--- config.mk ---
export PLATFORM = sky130hd
export DESIGN_NAME = led_button_ctrl
export DESIGN_NICKNAME = d
export VERILOG_FILES = /design/src/rtl/led_button_ctrl_pkg.sv /design/src/rtl/led_button_ctrl_btn_debounce.sv /design/src/rtl/led_button_ctrl.sv
export SDC_FILE = /design/constraint.sdc
export NUM_CORES = 1
export LEC_CHECK = 0
export ABC_AREA = 1
export CAP_MARGIN = 30
export CORE_UTILIZATION = 40
export DETAILED_ROUTE_END_ITERATION = 12
export GPL_ROUTABILITY_DRIVEN = 0
export PLACE_DENSITY_LB_ADDON = 0.12
export SLEW_MARGIN = 15
export SYNTH_ARGS = -nofsm -noshare
export SYNTH_HDL_FRONTEND = slang
export SYNTH_SLANG_ARGS = --single-unit
--- constraint.sdc ---
create_clock -name i_clk -period 3.19 [get_ports i_clk]
set_input_delay 0.319 -clock i_clk [delete_from_list [all_inputs] [get_ports i_clk]]
set_output_delay 0.319 -clock i_clk [all_outputs]
set_load 0.005 [all_outputs]
--- src/rtl/led_button_ctrl_pkg.sv ---
// Shared constants for the LED button front-end: one-hot command codes,
// light-level limits, controller state encoding and the press arbiter.
// Pure declarations; no logic and no timing of its own.
package led_button_ctrl_pkg;

    // One-hot command codes; same bit map as the raw button bus.
    localparam logic [2:0] CMD_NONE = 3'b000;
    localparam logic [2:0] CMD_OFF  = 3'b001;
    localparam logic [2:0] CMD_UP   = 3'b010;
    localparam logic [2:0] CMD_DOWN = 3'b100;

    // Light levels reported back by the downstream FSM.
    localparam logic [2:0] LVL_MIN  = 3'd0;
    localparam logic [2:0] LVL_MAX  = 3'd4;

    // Hold/repeat controller states.
    typedef enum logic [1:0] {
        S_IDLE   = 2'd0,
        S_HOLD   = 2'd1,
        S_REPEAT = 2'd2,
        S_LOCK   = 2'd3
    } ctrl_state_e;

    // Fixed-priority pick among simultaneous press events: OFF > UP > DOWN.
    // Losers are dropped, so the result is always zero or one-hot.
    function automatic logic [2:0] arb_press(input logic [2:0] press);
        logic [2:0] pick;
        pick = CMD_NONE;
        if (press[0]) begin
            pick = CMD_OFF;
        end else if (press[1]) begin
            pick = CMD_UP;
        end else if (press[2]) begin
            pick = CMD_DOWN;
        end
        return pick;
    endfunction

endpackage

--- src/rtl/led_button_ctrl_btn_debounce.sv ---
// One-bit button conditioner: 2-FF synchroniser, stability counter, rise pulse.
// Latency: stable level follows raw input after 2 + DEBOUNCE_CYCLES cycles.
// No backpressure; o_rise is a one-cycle registered pulse on each accepted press.
module btn_debounce #(
    parameter int DEBOUNCE_CYCLES = 20
) (
    input  logic i_clk,
    input  logic i_reset,
    input  logic i_raw,
    output logic o_stable,
    output logic o_rise
);

    localparam int                CNT_W    = $clog2(DEBOUNCE_CYCLES + 1);
    localparam logic [CNT_W-1:0]  CNT_LAST = CNT_W'(DEBOUNCE_CYCLES - 1);

    logic             meta_q;
    logic             sync_q;
    logic [1:0]       vld_q;
    logic             armed_q;
    logic             armed_d;
    logic [CNT_W-1:0] cnt_q;
    logic [CNT_W-1:0] cnt_d;
    logic             stable_q;
    logic             stable_d;
    logic             rise_q;
    logic             rise_d;

    // Two-flop synchroniser for the asynchronous raw button.
    always_ff @(posedge i_clk or posedge i_reset) begin
        if (i_reset) begin
            meta_q <= 1'b0;
            sync_q <= 1'b0;
        end else begin
            meta_q <= i_raw;
            sync_q <= meta_q;
        end
    end

    // A button already held across reset must be seen released before it may
    // generate a press; vld_q marks when sync_q carries real samples again.
    assign armed_d = armed_q | (vld_q[1] & ~sync_q);

    // Track synchroniser fill after reset and latch the armed flag.
    always_ff @(posedge i_clk or posedge i_reset) begin
        if (i_reset) begin
            vld_q   <= 2'b00;
            armed_q <= 1'b0;
        end else begin
            vld_q   <= {vld_q[0], 1'b1};
            armed_q <= armed_d;
        end
    end

    // Count consecutive samples that disagree with the stable level; any
    // agreeing sample restarts the count, so bounces never reach terminal.
    always_comb begin
        cnt_d    = cnt_q;
        stable_d = stable_q;
        rise_d   = 1'b0;
        if (sync_q == stable_q) begin
            cnt_d = '0;
        end else if (cnt_q == CNT_LAST) begin
            stable_d = sync_q;
            cnt_d    = '0;
            rise_d   = sync_q & armed_q;
        end else begin
            cnt_d = cnt_q + CNT_W'(1);
        end
    end

    // Debounce state registers.
    always_ff @(posedge i_clk or posedge i_reset) begin
        if (i_reset) begin
            cnt_q    <= '0;
            stable_q <= 1'b0;
            rise_q   <= 1'b0;
        end else begin
            cnt_q    <= cnt_d;
            stable_q <= stable_d;
            rise_q   <= rise_d;
        end
    end

    assign o_stable = stable_q;
    assign o_rise   = rise_q;

endmodule

--- src/rtl/led_button_ctrl.sv ---
// Button front-end for the LED level FSM: debounce, arbitrate, hold-to-repeat, idle auto-OFF.
// Latency: raw press to o_cmd pulse is 2 + DEBOUNCE_CYCLES + 1 cycles.
// No backpressure: o_cmd is a one-cycle one-hot pulse the downstream FSM must absorb.
module led_button_ctrl
    import led_button_ctrl_pkg::*;
#(
    parameter int DEBOUNCE_CYCLES = 20,
    parameter int REPEAT_DELAY    = 500,
    parameter int REPEAT_PERIOD   = 100,
    parameter int IDLE_TIMEOUT    = 5000
) (
    input  logic       i_clk,
    input  logic       i_reset,
    input  logic [2:0] i_btn_raw,
    input  logic [2:0] i_level,
    output logic [2:0] o_cmd,
    output logic [2:0] o_btn_stable,
    output logic       o_repeat_act
);

    localparam int RPT_MAX = (REPEAT_DELAY > REPEAT_PERIOD) ? REPEAT_DELAY : REPEAT_PERIOD;
    localparam int RPT_W   = $clog2(RPT_MAX + 1);
    localparam int IDLE_W  = (IDLE_TIMEOUT > 0) ? $clog2(IDLE_TIMEOUT + 1) : 1;

    localparam logic [RPT_W-1:0]  RPT_DELAY_LD  = RPT_W'(REPEAT_DELAY);
    localparam logic [RPT_W-1:0]  RPT_PERIOD_LD = RPT_W'(REPEAT_PERIOD);
    localparam logic [IDLE_W-1:0] IDLE_LD       = IDLE_W'(IDLE_TIMEOUT);
    localparam bit                IDLE_EN       = (IDLE_TIMEOUT > 0);

    logic [2:0]        stable;
    logic [2:0]        rise;
    logic [2:0]        press_cmd;
    logic [2:0]        btn_cmd;
    logic [2:0]        cmd_d;
    logic              dir_held;
    logic              rpt_expire;
    logic              idle_fire;

    ctrl_state_e       state_q;
    logic [2:0]        dir_q;
    logic [RPT_W-1:0]  rpt_cnt_q;
    logic [IDLE_W-1:0] idle_cnt_q;
    logic [2:0]        cmd_q;
    logic              rpt_act_q;

    // One conditioner per button: [0]=OFF, [1]=UP, [2]=DOWN.
    for (genvar g = 0; g < 3; g++) begin : g_btn
        btn_debounce #(
            .DEBOUNCE_CYCLES (DEBOUNCE_CYCLES)
        ) u_debounce (
            .i_clk    (i_clk),
            .i_reset  (i_reset),
            .i_raw    (i_btn_raw[g]),
            .o_stable (stable[g]),
            .o_rise   (rise[g])
        );
    end

    assign press_cmd  = arb_press(rise);
    assign dir_held   = |(stable & dir_q);
    assign rpt_expire = (rpt_cnt_q == RPT_W'(1));

    // Button-originated command for this cycle, chosen by controller state.
    always_comb begin
        btn_cmd = CMD_NONE;
        case (state_q)
            S_IDLE: begin
                btn_cmd = press_cmd;
            end
            S_HOLD, S_REPEAT: begin
                // OFF preempts the repeat; the opposite direction is ignored.
                if (rise[0]) begin
                    btn_cmd = CMD_OFF;
                end else if (dir_held && rpt_expire) begin
                    btn_cmd = dir_q;
                end
            end
            S_LOCK: begin
                if (rise[0]) begin
                    btn_cmd = CMD_OFF;
                end
            end
            default: begin
                btn_cmd = CMD_NONE;
            end
        endcase
    end

    // Auto-OFF only fires when no button command claims the cycle, and never
    // while the light is already off.
    assign idle_fire = IDLE_EN && (state_q == S_IDLE) && (btn_cmd == CMD_NONE) &&
                       (i_level != LVL_MIN) && (idle_cnt_q == IDLE_W'(1));

    assign cmd_d = (btn_cmd != CMD_NONE) ? btn_cmd :
                   (idle_fire ? CMD_OFF : CMD_NONE);

    // Hold/repeat controller with registered command and repeat-active outputs.
    always_ff @(posedge i_clk or posedge i_reset) begin
        if (i_reset) begin
            state_q   <= S_IDLE;
            dir_q     <= CMD_NONE;
            rpt_cnt_q <= '0;
            cmd_q     <= CMD_NONE;
            rpt_act_q <= 1'b0;
        end else begin
            cmd_q     <= cmd_d;
            rpt_act_q <= (state_q == S_REPEAT);
            case (state_q)
                S_IDLE: begin
                    if ((press_cmd == CMD_UP) || (press_cmd == CMD_DOWN)) begin
                        dir_q     <= press_cmd;
                        rpt_cnt_q <= RPT_DELAY_LD;
                        state_q   <= S_HOLD;
                    end
                end
                S_HOLD, S_REPEAT: begin
                    if (rise[0]) begin
                        state_q <= S_LOCK;
                    end else if (!dir_held) begin
                        state_q <= S_IDLE;
                    end else if (rpt_expire) begin
                        rpt_cnt_q <= RPT_PERIOD_LD;
                        state_q   <= S_REPEAT;
                    end else begin
                        rpt_cnt_q <= rpt_cnt_q - RPT_W'(1);
                    end
                end
                S_LOCK: begin
                    // Stay silent until every button is let go.
                    if (stable == 3'b000) begin
                        state_q <= S_IDLE;
                    end
                end
                default: begin
                    state_q <= S_IDLE;
                end
            endcase
        end
    end

    // Inactivity timer: reload on any command or when the light is off,
    // otherwise count down in S_IDLE and park at zero until reloaded.
    always_ff @(posedge i_clk or posedge i_reset) begin
        if (i_reset) begin
            idle_cnt_q <= '0;
        end else if ((cmd_d != CMD_NONE) || (i_level == LVL_MIN)) begin
            idle_cnt_q <= IDLE_LD;
        end else if ((state_q == S_IDLE) && (idle_cnt_q != '0)) begin
            idle_cnt_q <= idle_cnt_q - IDLE_W'(1);
        end
    end

    assign o_cmd        = cmd_q;
    assign o_btn_stable = stable;
    assign o_repeat_act = rpt_act_q;

endmodule

=== After elaboration in Yosys (flattened, before gate mapping) ===
Cells that the tools add are included.

* Logic and storage cells: 125
* Output and inout bits: 7
* Bits in registers: 67

* Reductions and logical operators: 25
* Mux-type cells: 34
* Eq/ne operators: 18
* Add/subtract/negate cells: 5
* Bitwise logic cells: 16

{| class="wikitable"
|+ Operators by type and width
! operator !! number
|-
| $mux 9 || 4
|-
| $mux 5 || 6
|-
| $mux 13 || 2
|-
| $mux 3 || 6
|-
| $pmux 9 s2 || 1
|-
| $add 5x1->5 const B || 3
|-
| $eq 5x5->1 const B || 3
|-
| $eq 13x1->1 const B || 1
|-
| $reduce_bool 13->1 || 1
|-
| $sub 13x1->13 const B || 1
|-
| $mux 2 || 5
|-
| $eq 9x1->1 const B || 1
|-
| $logic_not 3->1 || 3
|-
| $pmux 3 s3 || 1
|-
| $reduce_bool 3->1 || 3
|-
| $sub 9x1->9 const B || 1
|-
| $mux 1 || 8
|-
| $reduce_and 2->1 || 4
|-
| $and 1x1->1 || 6
|-
| $ne 2x2->1 const B || 3
|-
| $not 1->1 || 6
|-
| $pmux 2 s3 || 1
|-
| $logic_and 1x1->1 || 5
|-
| $eq 2x2->1 const B || 2
|-
| other kinds (15) || 21
|}

=== Longest topological paths before layout ===
Gate-level depths: netlist of the first run.

* Depth in word-level cells: 15
* Depth in mapped cells: 11
* Depth with buffers taken out: 11

=== Cells and area by module ===
From an unflattened synthesis of the first run, not the netlist that was laid out.

* Cells, all modules: 414
* Area total of the unflattened synthesis: 3469.6 um^2

{| class="wikitable"
|+ By module, submodules not included
! module !! instances !! cells an instance !! area an instance (um^2) !! seq. area each (um^2)
|-
| led_button_ctrl || 1 || 273 || 2009.4 || 775.7
|-
| btn_debounce || 3 || 47 || 486.7 || 300.3
|}

=== Worst setup path after synthesis of the first run ===
No wires, ideal clock.

* Kind: register to register
* Start point: reg state_q[0]
* End point: reg rpt_cnt_q[7]
* Path slack: 1571 ps
* Cell stages (with the launch flop): 10
* Arrival: 1506 ps
* Path buffers: 0
* Clock period less this slack: 1619 ps
* Library setup time: 113 ps
* Cell sequence: dfrtp_1 > inv_1 > ha_1 > nand2_1 > o21ai_0 > nand3_2 > inv_1 > or2_2 > nand2_1 > inv_1

* Cells in the longest elaborated chain, start to end: 4
* Elaborated cells between the ends (all ways): 10
* Classes of those cells: 5 x eq/ne; 1 x mux; 4 x reduce/logical

{| class="wikitable"
|+ RTL lines
! element !! RTL line !! text
|-
| from (decl) || led_button_ctrl.sv:39 || <nowiki>ctrl_state_e state_q;</nowiki>
|-
| from (signal assigned) || led_button_ctrl.sv:100 || <nowiki>state_q <= S_IDLE;</nowiki>
|-
| from (signal assigned) || led_button_ctrl.sv:113 || <nowiki>state_q <= S_HOLD;</nowiki>
|-
| from (signal assigned) || led_button_ctrl.sv:118 || <nowiki>state_q <= S_LOCK;</nowiki>
|-
| $eq 2x2->1 or $eq 2x1->1 (tied branches) || led_button_ctrl.sv:108 || <nowiki>case (state_q)</nowiki>
|-
| $reduce_or 2->1 || led_button_ctrl.sv:108 ||
|-
| $ne 2x2->1 (no line) or $reduce_bool 2->1 (tied branches) || n/a ||
|-
| $reduce_and 4->1 (no line) || n/a ||
|-
| to (signal assigned) || led_button_ctrl.sv:125 || <nowiki>rpt_cnt_q <= rpt_cnt_q - RPT_W'(1);</nowiki>
|-
| to (decl) || led_button_ctrl.sv:41 || <nowiki>logic [RPT_W-1:0] rpt_cnt_q;</nowiki>
|}

Parallel ways exist; a longest one is shown, timed or not.
A chain may end at the register's enable or synchronous reset.

=== Worst setup path after layout of the first run ===
* Start point: reg state_q[0]
* End point: reg rpt_cnt_q[3]

The elaborated chain is that of the path after synthesis.

==> results.json, run 1 <==
{
  "outcome": "finished clean",
  "viasPerCell": 4.755,
  "drcViolationCount": 0,
  "cts_root_buffer": "clkbuf_8",
  "drive_gt1_share_pct": 9.138,
  "fin_skew_ns": 0.01164,
  "cts_buffer_depth": 2,
  "cts_hold_buf": 0,
  "fin_area_um2": 3535,
  "async_flop_share_pct": 100.0,
  "start_util_pct": 42.24,
  "drtIter0Drc": 102,
  "utilization_pct": 47.96,
  "rows": 31,
  "yosysUniqueCellTypes": 31,
  "synth.area.top_cells": "dfrtp_1 51%, nor2_1 6.8%, nand2_1 6.6%",
  "path_common_cell": "inv_1",
  "synth_edf_count": 0,
  "crit_end": "rpt_cnt_q[3]",
  "reg2reg_from": "state_q[0]",
  "path_buf_inv": 3,
  "grt_pass1_vias": 2203,
  "die_w_um": 90.22,
  "antenna_found_initial": 0,
  "synth_top_family_by_area": "simple AND/OR/NAND/NOR gates",
  "synth_top_area_share_pct": 50.64,
  "synth.most_common_cell": "dfrtp_1",
  "power_frac_comb_pct": 26.9,
  "cts.clk_slew.worst_paths_ns": 0.07,
  "wl_per_cell_um": 11.43,
  "overflow": 0,
  "crit_chain": "inv_1 -> ha_1 -> inv_1 -> o21ai_0 -> nand3_2 -> inv_1 -> o21ai_0 -> nand2_1 -> nor2_1",
  "synth_simple_gate_area_share_pct": 25.92,
  "cpLargestDelayFamily": "buffers and inverters",
  "totalWireLength_mm": 5.510,
  "die_h_um": 90.22,
  "syn_inst": 357,
  "fillers": 750,
  "first_pass_iters": 5,
  "grt_usage_pct": 15.47,
  "maxCapViolations": 0,
  "cts_tree": "done",
  "synth_fa_ha_area_share_pct": 4.019,
  "seq_power_share_pct": 43.0,
  "cts_sinks": 63,
  "instances_no_fill": 482,
  "ys_ff_latch": 63,
  "p_leak_nw": 1.710,
  "rsz0062_at_grt": "false",
  "synth_compound_area_share_pct": 5.346,
  "required_ns": 3.41,
  "grt_pass1_wl_mm": 9.929,
  "cts_setup_buffers": 0,
  "worstSkewPairLatency_ns": 0.34,
  "synth_largest_area_cell": "dfrtp_1",
  "cp.arrival_ns": 2.36,
  "worst_path_max_delay_cell": "dfrtp_1",
  "cp-end-kind": "flop",
  "syn_area_per_cell_um2": 8.720,
  "p_switching_mw": 0.8096,
  "vias": 2292,
  "synth_nets": 375,
  "placed_area_um2": 3327,
  "core_um2": 7370,
  "yosys_warnings": 0,
  "r2r_cells": 9,
  "port_buffers": 14,
  "worstSetupPathType": "reg -> reg",
  "cts_resized": 0,
  "path_depth": 9,
  "ir_drop_mv": 0.3028,
  "areaGrowthSynthToFinish_pct": 13.55,
  "crit_path_start_kind": "flop",
  "power.density_nw_per_um2": 668.2,
  "rr_endpoint": "rpt_cnt_q[3]",
  "fin_nets": 396,
  "max_freq_ghz": 0.4671,
  "drv_slew": 0,
  "hold_violations": 0,
  "grt_max_degree": 37,
  "seqCellArea_um2": 1577,
  "diodes": 0,
  "place_inst": 466,
  "slew_headroom_pct": 52.76,
  "synthMuxAreaShare_pct": 0,
  "dp_hpwl_mm": 3.959,
  "yosys.area_share.xor_xnor_pct": 5.346,
  "cp_max_fo": 13,
  "ant_nets": 0,
  "htreeDepth": 3,
  "setup_tns_ns": 0,
  "synthTopCellsByCount": "63 x dfrtp_1, 56 x nor2_1, 55 x nand2_1",
  "clock_power_share_pct": 30.1,
  "cp-startpoint": "state_q[0]",
  "worstMarginPinSlew_ns": 0.7076,
  "cts_buffers": 9,
  "fin_hold_ws_ns": 0.3487,
  "ys.flop_type": "dfrtp_1",
  "swShare_pct": 34.28,
  "ff2ff_setup_slack_ns": 1.05,
  "multiInputGateArea_um2": 1269,
  "synth_area_um2": 3113,
  "finalCritPeriodShare_pct": 67.12,
  "ys_seq_area_share_pct": 50.64,
  "p_int_mw": 1.552,
  "io_pins": 15,
  "hp-class": "reg -> reg",
  "die_area_um2": 8140,
  "period_needed_ns": 2.141,
  "cpPeakStageDelay_ns": 0.40,
  "finalSetupViolations": 0
}
worst register-to-register path: stages (launching register included):
cell	delay, ns
dfrtp_1	0.40
inv_1	0.09
ha_1	0.36
inv_1	0.12
o21ai_0	0.21
nand3_2	0.13
inv_1	0.27
o21ai_0	0.28
nand2_1	0.13
nor2_1	0.04
power groups by stage:
stage                     Combinational [mW]  Sequential [mW]  Clock, mW
after floorplan                        0.570             1.01          0
after global placement                 0.629             1.03          0
after detailed placement               0.633             1.03          0
after CTS                              0.641             1.02      0.737
after global routing                   0.729             1.04      0.775
final                                  0.635             1.02      0.711
layer usage:
| layer | part of all wire, % | vias to the layer above | routed length [um] | track usage, % |
|---|---|---|---|---|
| met4 | 1.3 | 0 | 74 | 6.855 |
| li1 | - | 1172 | - | - |
| met1 | 50 | 1083 | 2761 | 20.58 |
| met5 | 0 | - | 0 | 0 |
| met2 | 45 | 32 | 2491 | 23.47 |
| met3 | 3.3 | 5 | 182 | 4.399 |
worst min path at each step:
stage / endpoint / cells after the start / start / slack, ns
5_1_grt: g_btn[0].u_debounce.sync_q / 0 / g_btn[0].u_debounce.meta_q / 0.35
2_1_floorplan: g_btn[0].u_debounce.sync_q / 0 / g_btn[0].u_debounce.meta_q / 0.33
3_5_place_dp: g_btn[1].u_debounce.sync_q / 0 / g_btn[1].u_debounce.meta_q / 0.33
4_1_cts: g_btn[1].u_debounce.sync_q / 0 / g_btn[1].u_debounce.meta_q / 0.35
6_report: g_btn[1].u_debounce.sync_q / 0 / g_btn[1].u_debounce.meta_q / 0.35
3_3_place_gp: g_btn[0].u_debounce.sync_q / 0 / g_btn[0].u_debounce.meta_q / 0.33
cells in the final DEF, fill, tap and decap left out, types with 2 or more instances in the layout:
cell | netlist | final
buf_4 | 3 | 2
xor2_1 | 9 | 9
nand2_1 | 55 | 55
nor4_1 | 3 | 3
o21ai_0 | 20 | 20
nand3_2 | 2 | 2
nor2_2 | 5 | 5
nand3_1 | 33 | 33
nor3_1 | 5 | 5
clkinv_2 | 0 | 2
nor2_1 | 56 | 56
ha_1 | 10 | 10
xnor2_1 | 10 | 10
inv_1 | 54 | 53
clkbuf_8 | 0 | 11
dfrtp_1 | 63 | 63
nand3b_1 | 2 | 2
o31ai_1 | 2 | 2
nand2_2 | 3 | 3
nand4_1 | 8 | 8
clkdlybuf4s50_1 | 0 | 14
state kept, by name, summed over array words and instances (netlist names):
signal                     cells
g_btn.u_debounce.armed_q       3
g_btn.u_debounce.cnt_q        15
idle_cnt_q                    13
g_btn.u_debounce.o_rise        3
g_btn.u_debounce.sync_q        3
g_btn.u_debounce.o_stable      3
dir_q                          3
g_btn.u_debounce.meta_q        3
o_repeat_act                   1
o_cmd                          3
g_btn.u_debounce.vld_q         2
state_q                        2
rpt_cnt_q                      9
logic make-up (layout without fill, tap and decap cells):
kind of cell               count (synthesis)  after routing
other                                      1              1
DFF                                       63             63
and+or+nand+nor                          176            176
adders and majority gates                 10             10
AOI/OAI and AO/OA                         28             28
buffers and inverters                     60             86
xor gates and xnor gates                  19             19
metrics by stage:
stage / setup slack (ns) / power (mW)
after global routing: 0.8159 / 2.541
after detailed placement: 1.041 / 1.665
after floorplan: 1.301 / 1.576
after global placement: 1.129 / 1.657
final: 1.049 / 2.362
after CTS: 1.030 / 2.395
final cells by class:
| cell class | instances | area share (%) |
|---|---|---|
| multi-input combinational | 234 | 35.89 |
| clock buffer | 11 | 4.283 |
| sequential | 63 | 44.60 |
| timing repair buffer | 16 | 4.389 |
| clock inverter | 5 | 1.593 |
| tap | 99 | 3.504 |
| inverter | 54 | 5.735 |
No activity file was read; power rests on OpenSTA's default activity.
==> inputs of run 2 (changes only) <==
Clock period 3.19 ns to 1.9 ns, I/O delays scaled along.
==> run 2 against run 1 <==
Net effect:
- sequential cell count stayed put
- critical path depth is 2 lower
- sequential power is 68% higher
- non-clock buffer count is 9 higher
- die area stayed put
- design area is 4.2% higher
- critical path type unchanged
- largest power group unchanged
==> results.json, run 2 (synthesis results as in run 1) <==
{
  "p_switching_mw": 1.394,
  "swShare_pct": 32.20,
  "layout_common_cells": "63 x dfrtp_1, 55 x nand2_1, 55 x nor2_1",
  "die_area_um2": 8140,
  "required_ns": 2.16,
  "cts_buffer_depth": 2,
  "cts_hold_buf": 0,
  "ant_nets": 0,
  "wl_per_cell_um": 11.43,
  "fin_area_um2": 3685,
  "port_buffers": 14,
  "largest_reg_flops": 15,
  "fin_nets": 405,
  "overflow": 0,
  "worstSkewPairLatency_ns": 0.34,
  "drive_gt1_share_pct": 11.48,
  "cts_tree": "done",
  "final_common_cell": "dfrtp_1",
  "io_pins": 15,
  "cts.clk_slew.worst_paths_ns": 0.07,
  "dp_hpwl_mm": 4.202,
  "core_um2": 7370,
  "clock_power_share_pct": 33.2,
  "p_leak_nw": 1.787,
  "seq_power_share_pct": 39.4,
  "hold_violations": 0,
  "setup_tns_ns": 0,
  "htreeDepth": 3,
  "maxCapViolations": 0,
  "placed_area_um2": 3412,
  "worstMarginPinSlew_ns": 0.5206,
  "grt_pass1_vias": 2353,
  "rows": 31,
  "start_util_pct": 42.24,
  "dp_slack_ns": -0.008707,
  "top_layer_used": "met4",
  "fin_skew_ns": 0.01269,
  "instances_no_fill": 491,
  "cts_root_buffer": "clkbuf_8",
  "viasPerCell": 4.668,
  "wl_met2_mm": 2.559,
  "die_w_um": 90.22,
  "slew_headroom_pct": 64.93,
  "vias": 2292,
  "setup_ws_ns": 0.1440,
  "finalCritPeriodShare_pct": 92.42,
  "utilization_pct": 50.00,
  "drv_slew": 0,
  "first_pass_iters": 4,
  "cp.arrival_ns": 2.02,
  "grt_usage_pct": 16.11,
  "cts_sinks": 63,
  "grt_pass1_wl_mm": 10.34,
  "totalWireLength_mm": 5.613,
  "outcome": "finished clean",
  "cp-end-kind": "flop",
  "worstSetupPathType": "reg -> reg",
  "ir_drop_mv": 0.5126,
  "drtIter0Drc": 80,
  "place_inst": 474,
  "crit_path_start_kind": "flop",
  "drcViolationCount": 0,
  "hp-class": "in -> async",
  "dr_wl_met3_um": 155,
  "max_freq_ghz": 0.5695,
  "power_frac_comb_pct": 27.4,
  "diodes": 0,
  "period_needed_ns": 1.756,
  "finalSetupViolations": 0,
  "areaGrowthSynthToFinish_pct": 18.37,
  "grt_max_degree": 23,
  "power.density_nw_per_um2": 1175,
  "fin_hold_ws_ns": 0.1370,
  "cp_max_fo": 8,
  "top_regs": "g_btn.u_debounce.cnt_q: 15 flops, idle_cnt_q: 13 flops, rpt_cnt_q: 9 flops",
  "antenna_found_initial": 0,
  "drt-met1-wl_mm": 2.799,
  "die_h_um": 90.22,
  "finalPower_mw": 4.329,
  "cts_buffers": 9,
  "p_int_mw": 2.936,
  "regMostFlops": "g_btn.u_debounce.cnt_q"
}
[run 2: cell types whose count changed in the layout (fill, tap and decap cells not counted), sizes merged]
| cell | delta |
|---|---|
| buf | +9 |
| bufinv | +2 |
| clkinv | -2 |
| clkinvlp | -1 |
| inv | +1 |
[run 2: power by group through the flow]
| stage | Sequential (mW) | Combinational, mW | Clock (mW) |
|---|---|---|---|
| floorplan | 1.69 | 0.957 | 0 |
| global placement | 1.72 | 1.15 | 0 |
| detailed placement | 1.73 | 1.16 | 0 |
| CTS | 1.70 | 1.17 | 1.48 |
| global route | 1.74 | 1.39 | 1.54 |
| finish | 1.71 | 1.19 | 1.44 |
[run 2: final timing paths]
path | start | cells after the start | slack (ns) | to
max | state_q[0] | 7 | 0.14 | idle_cnt_q[5]
min | i_reset | 2 | 0.14 | idle_cnt_q[4]
max reg2reg | state_q[0] | 7 | 0.14 | idle_cnt_q[5]
min reg2reg | g_btn[0].u_debounce.meta_q | 0 | 0.35 | g_btn[0].u_debounce.sync_q
max in group asynchronous | i_reset | 3 | 1.26 | g_btn[0].u_debounce.cnt_q[2]
min in group i_clk | i_btn_raw[1] | 1 | 0.29 | g_btn[1].u_debounce.meta_q
[run 2: area by class of cell]
class                      instances  area [um2]
clock buffer                      11       141.4
timing repair buffer              25       247.7
clock inverter                     5       103.9
tap                               99       123.9
sequential                        63        1577
multi-input combinational        234        1289
fill                             724        3685
inverter                          54       202.7
[run 2: critical path, stage by stage, from the launching register on]
cell	delay, ns
dfrtp_1	0.39
inv_1	0.13
ha_4	0.24
o31ai_1	0.34
nand2_1	0.14
nor2_2	0.18
nand3_4	0.14
nor2_1	0.12
[run 2: timing repair]
action / 4_1_cts / 5_1_grt
gates cloned: 0 / 0
buffers inserted: 0 / 1
resized for setup: 1 / 3
setup endpoints to repair: 2 / 23
[run 2: per-layer routing]
metal  up-vias  GRT usage (%)
met2        29          25.25
li1       1189              -
met4         0          8.065
met5         -              0
met1      1066          20.91
met3         8          3.723
